`config.mk`:
```
export PLATFORM = sky130hd
export DESIGN_NAME = muldiv_unit
export DESIGN_NICKNAME = d
export VERILOG_FILES = /design/src/rtl/muldiv_unit.sv
export SDC_FILE = /design/constraint.sdc
export NUM_CORES = 1
export LEC_CHECK = 0
export CAP_MARGIN = 20
export CORE_MARGIN = 2
export CORE_UTILIZATION = 40
export DETAILED_ROUTE_END_ITERATION = 12
export GPL_ROUTABILITY_DRIVEN = 0
export HOLD_SLACK_MARGIN = 0.05
export PLACE_DENSITY_LB_ADDON = 0.15
export SYNTH_ARGS = -nofsm -noshare
export SYNTH_HDL_FRONTEND = slang
export SYNTH_SLANG_ARGS = --single-unit
export TNS_END_PERCENT = 50
```
`constraint.sdc`:
```
create_clock -name clk -period 3.9 [get_ports clk]
set_input_delay 0.78 -clock clk [delete_from_list [all_inputs] [get_ports clk]]
set_output_delay 0.78 -clock clk [all_outputs]
set_load 0.02 [all_outputs]
```
`src/rtl/muldiv_unit.sv`:
```
// muldiv_unit: iterative radix-2 multiply/divide unit that owns HI/LO.
// Handshake: start is a single-cycle request that is accepted only while
// busy is low (state IDLE); busy is high from the accepting edge through
// the edge that writes HI/LO, and done pulses for the cycle after that
// write. MTHI/MTLO complete at the accepting edge without raising busy.
module muldiv_unit #(
   parameter int WIDTH = 32,
   parameter int CNT_W = 6
) (
   input  logic             clk,
   input  logic             rst,
   input  logic             start,
   input  logic [2:0]       op,
   input  logic [WIDTH-1:0] a,
   input  logic [WIDTH-1:0] b,
   output logic             busy,
   output logic             done,
   output logic [WIDTH-1:0] hi,
   output logic [WIDTH-1:0] lo
);

   localparam logic [2:0] OP_MULT  = 3'b000;
   localparam logic [2:0] OP_MULTU = 3'b001;
   localparam logic [2:0] OP_DIV   = 3'b010;
   localparam logic [2:0] OP_DIVU  = 3'b011;
   localparam logic [2:0] OP_MTHI  = 3'b100;
   localparam logic [2:0] OP_MTLO  = 3'b101;

   typedef enum logic [1:0] {
      S_IDLE = 2'd0,
      S_MUL  = 2'd1,
      S_DIV  = 2'd2,
      S_FIX  = 2'd3
   } state_t;

   // state is kept as a named enum signal so checkers can bind to it
   state_t state;
   state_t state_nxt;
   logic   busy_nxt;
   logic   done_nxt;

   logic [CNT_W-1:0]   count;
   logic [2*WIDTH-1:0] acc;      // MUL: {partial product, multiplier}; DIV: {remainder, quotient}
   logic [WIDTH-1:0]   opnd;     // multiplicand or divisor magnitude
   logic               is_div;
   logic               sign_lo;  // product sign (MUL) or quotient sign (DIV)
   logic               sign_hi;  // remainder sign (DIV only)

   logic               signed_op;
   logic               a_neg;
   logic               b_neg;
   logic [WIDTH-1:0]   a_mag;
   logic [WIDTH-1:0]   b_mag;
   logic               last_iter;
   logic [WIDTH:0]     mul_sum;
   logic [WIDTH:0]     div_sh;
   logic [WIDTH:0]     div_diff;
   logic [2*WIDTH-1:0] prod_fix;
   logic [WIDTH-1:0]   quo_fix;
   logic [WIDTH-1:0]   rem_fix;

   // Operand conditioning: signed ops iterate on magnitudes, signs fixed at the end
   assign signed_op = ~op[0];
   assign a_neg     = signed_op & a[WIDTH-1];
   assign b_neg     = signed_op & b[WIDTH-1];
   assign a_mag     = a_neg ? -a : a;
   assign b_mag     = b_neg ? -b : b;
   assign last_iter = (count == CNT_W'(WIDTH - 1));

   // One shift-add step: add multiplicand into the upper half when multiplier LSB is set
   assign mul_sum  = {1'b0, acc[2*WIDTH-1:WIDTH]} + {1'b0, opnd};
   // One restoring step: shift next dividend bit into the remainder, trial-subtract divisor
   assign div_sh   = {acc[2*WIDTH-1:WIDTH], acc[WIDTH-1]};
   assign div_diff = div_sh - {1'b0, opnd};

   // Sign fixup values written to HI/LO in the FIX cycle
   assign prod_fix = sign_lo ? -acc : acc;
   assign quo_fix  = sign_lo ? -acc[WIDTH-1:0] : acc[WIDTH-1:0];
   assign rem_fix  = sign_hi ? -acc[2*WIDTH-1:WIDTH] : acc[2*WIDTH-1:WIDTH];

   // State register plus registered busy/done
   always_ff @(posedge clk) begin
      if (!rst) begin
         state <= S_IDLE;
         busy  <= 1'b0;
         done  <= 1'b0;
      end else begin
         state <= state_nxt;
         busy  <= busy_nxt;
         done  <= done_nxt;
      end
   end

   // Next-state: only IDLE accepts work; each iteration state runs WIDTH cycles
   always_comb begin
      state_nxt = state;
      case (state)
         S_IDLE: begin
            if (start && !op[2]) state_nxt = op[1] ? S_DIV : S_MUL;
         end
         S_MUL, S_DIV: begin
            if (last_iter) state_nxt = S_FIX;
         end
         S_FIX:   state_nxt = S_IDLE;
         default: state_nxt = S_IDLE;
      endcase
   end

   // Outputs: busy follows the state being entered, done follows leaving FIX
   always_comb begin
      busy_nxt = (state_nxt != S_IDLE);
      done_nxt = (state == S_FIX);
   end

   // Datapath: operand capture, iteration, and the single HI/LO write point
   always_ff @(posedge clk) begin
      if (!rst) begin
         count   <= '0;
         acc     <= '0;
         opnd    <= '0;
         is_div  <= 1'b0;
         sign_lo <= 1'b0;
         sign_hi <= 1'b0;
         hi      <= '0;
         lo      <= '0;
      end else begin
         case (state)
            S_IDLE: begin
               count <= '0;
               if (start) begin
                  case (op)
                     OP_MULT, OP_MULTU: begin
                        acc     <= {{WIDTH{1'b0}}, b_mag};
                        opnd    <= a_mag;
                        is_div  <= 1'b0;
                        sign_lo <= a_neg ^ b_neg;
                        sign_hi <= 1'b0;
                     end
                     OP_DIV, OP_DIVU: begin
                        acc     <= {{WIDTH{1'b0}}, a_mag};
                        opnd    <= b_mag;
                        is_div  <= 1'b1;
                        // A zero divisor yields an all-ones quotient and the dividend
                        // magnitude as remainder; suppressing the quotient negate keeps
                        // LO all-ones, and the remainder negate restores the raw dividend.
                        sign_lo <= (b != '0) & (a_neg ^ b_neg);
                        sign_hi <= a_neg;
                     end
                     OP_MTHI: hi <= a;
                     OP_MTLO: lo <= a;
                     default: ;
                  endcase
               end
            end
            S_MUL: begin
               count <= count + CNT_W'(1);
               if (acc[0]) acc <= {mul_sum, acc[WIDTH-1:1]};
               else        acc <= {1'b0, acc[2*WIDTH-1:1]};
            end
            S_DIV: begin
               count <= count + CNT_W'(1);
               if (!div_diff[WIDTH]) acc <= {div_diff[WIDTH-1:0], acc[WIDTH-2:0], 1'b1};
               else                  acc <= {div_sh[WIDTH-1:0], acc[WIDTH-2:0], 1'b0};
            end
            S_FIX: begin
               count <= '0;
               if (is_div) begin
                  lo <= quo_fix;
                  hi <= rem_fix;
               end else begin
                  hi <= prod_fix[2*WIDTH-1:WIDTH];
                  lo <= prod_fix[WIDTH-1:0];
               end
            end
            default: count <= '0;
         endcase
      end
   end

endmodule
```
==> run metrics <==
status=completed; number of flops mapped to enable cells by yosys=0; die area=39400 sq um; setup TNS=0 ps; RSZ-0062 raised after global routing=no; CP Capture Type=register; register bit total from synthesis=about 170; worst hold path class=reg2reg; CTS tree=built; Inserted Diodes=0; initial antenna violation count=1; sequential element share of the synthesized area=0.229; number of I/O port buffers=135; Synth Instances=2112; WL final=61500 microns; Pleak=0.00680 uW; IO Pins=136; worst IR drop on VDD=0.000307 V; compound-gate portion of the synthesized area=0.314; main combinational cell family by area after synthesis=compound AO/OA/AOI/OAI gates; Mapped Nets=around 2300; PD cells=between 200 and 300 nW/um^2; Slew Limit Fails=0; CP Launch Type=register; Initial Util=0.404; first-pass GRT wire length=91900 microns; DPL Wire Length=~48000 microns; mux contribution to synthesized area=0.0322; Worst Setup SP=acc[33]; area added between synthesis and finish=18.8%; Worst EP arrival=3940 ps; WP data required=4220 ps; Crit Path Max Fanout=7; layout net count=2369; dominant cells by area after synthesis=dfxtp_1 (23%), a21oi_1 (8.9%), ha_1 (6.0%); leading cell types by count after synthesis=a21oi_1 (269), nor2_1 (226), nand2_1 (190); DRC=0; Post-CTS Hold Buffers=0; most used flip-flop cell after synthesis=dfxtp_1; final setup vio count=0; Detailed Routing Iterations Pass 1=6; Post-DRT Antenna Nets=0; CP Capture Point=acc[61]; reg2reg path depth=11; clk sink count=173; most frequent cell after synthesis=a21oi_1; Reg-to-Reg Start=acc[33]; setup bufs post-CTS=0; syn_area_per_cell=7.16 sq um; simple-gate area share of the yosys netlist=0.209; gr ovfl total=0; WHS Path Cells=2; largest net degree at the start of global routing=between 70 and 80; synth warn=0; adder-cell area share of the yosys netlist=0.0631; post-route minimum period=3620 ps; fmax=276 MHz; post-CTS sizing=0; distinct cell type count after synthesis=85; number of global-route vias before repair=about 16000; end of the worst register-to-register path=acc[61]; Die Y=approximately 200 microns; Max-slew headroom=0.226; share of cells above drive strength 1=0.0823; clk slew on worst S/H paths=80 ps; Clock Latency Late Sink=470 ps; CP Class=reg2reg; Pwr Total=between 5000 and 6000 uW; area leader, netlist=dfxtp_1; CTS buffer count=17; H-tree depth=4; final worst-path cycle share=0.928; final hold vios=0; Vias/cell=6.11; dpl ws=~20 ps; final worst slack=~280 ps; DR vias=16800; reg-to-reg slack, setup=280 ps; Die W=198 microns; post-synth top area share=0.229; Worst-Margin Slew=around 1200 ps; Cell Rows=71; FILL cells=3803; Clock Skews=13.7 ps; GRT Total Usage=0.309; Mapped Area=about 15000 sq um; worst-case clock buffer depth=2; Async SR Flop Fraction=0; CTS Root Cell=clkbuf_16; Core Area=~37000 sq um; per-cell routed wire length=roughly 22 microns; Hold Slack=453 ps; # Max-Cap Violations=0; DRT iter0 DRCs=1771; XOR/XNOR Fraction of Synth Area=0.0962
==> cell usage in the layout, fill, tap and decap left out, types with 12 or more instances in the layout <==
cell type,count
a21o_1,32
a31oi_1,24
or3_1,12
nor3_1,46
and2_1,18
xor2_1,79
clkbuf_16,17
o41ai_1,12
nand2_1,190
clkdlybuf4s50_1,133
nor4_1,15
o31ai_1,21
mux2i_1,43
ha_1,70
dfxtp_1,173
o21ai_0,162
nand2b_1,18
nor2_1,224
o211ai_1,34
a22oi_1,29
a211oi_1,56
buf_4,107
and3_1,14
xnor2_1,87
inv_1,66
o21ai_1,25
nand3_1,43
a21oi_1,268
==> state kept, by name, indices dropped and copies added (netlist names) <==
register,cells
sign_lo,1
is_div,1
busy,1
lo,32
hi,32
done,1
opnd,32
count,6
acc,64
state,2
sign_hi,1
==> metrics by stage <==
stage,cells,utilization,instance area (sq um)
3_5_place_dp,2716,0.464,17400
2_1_floorplan,2112,-,15100
5_1_grt,2748,0.480,18000
6_report,2748,0.480,18000
4_1_cts,2748,0.480,18000
3_3_place_gp,2716,0.464,17400
==> logic make-up after synthesis <==
group                      after synthesis
AOI/OAI and AO/OA                      767
and+or+nand+nor                        665
buffers and inverters                  218
DFF                                    173
xor gates and xnor gates               166
adders and majority gates               75
muxes                                   48
==> critical path, stage by stage, from the launching register on <==
cell and delay, ps:
dfxtp_1 520, inv_1 230, fa_1 500, nand2b_1 190
a21oi_1 300, o21a_1 300, o21ai_0 230, and2_1 280
o41ai_1 470, mux2i_1 160, o21ai_0 180, o211ai_1 110
==> routing by layer <==
metal,track usage,vias up,part of all wire
met2,0.495,825,0.45
met5,0.0153,-,0.0015
met1,0.397,7894,0.41
met3,0.0610,176,0.087
li1,-,7896,-
met4,0.149,4,0.052
==> final cells by class <==
cell class	instances	area (sq um)	area share
Multi-Input combinational cell	1721	10800	0.604
Tap cell	511	639	0.0356
Clock inverter	12	125	0.00697
Sequential cell	173	3460	0.193
Timing Repair Buffer	243	2160	0.121
Clock buffer	20	457	0.0254
Inverter	68	255	0.0142
==> report_power, final <==
part | switching (uW) | leakage, uW | total, uW | internal, uW
combinational | 967 | 0.00511 | 1570 | 604
clock | 839 | 0.000281 | 1770 | 930
sequential | 131 | 0.00141 | 1980 | 1850
total | 1940 | 0.00680 | 5320 | 3380
==> worst min path at each step <==
stage / end / from
floorplan: count[0] / count[0]
global route: hi[0] / hi[0]
detailed placement: hi[8] / hi[8]
global placement: count[0] / count[0]
CTS: hi[8] / hi[8]
finish: hi[8] / hi[8]
No activity file was read; power rests on OpenSTA's default activity.
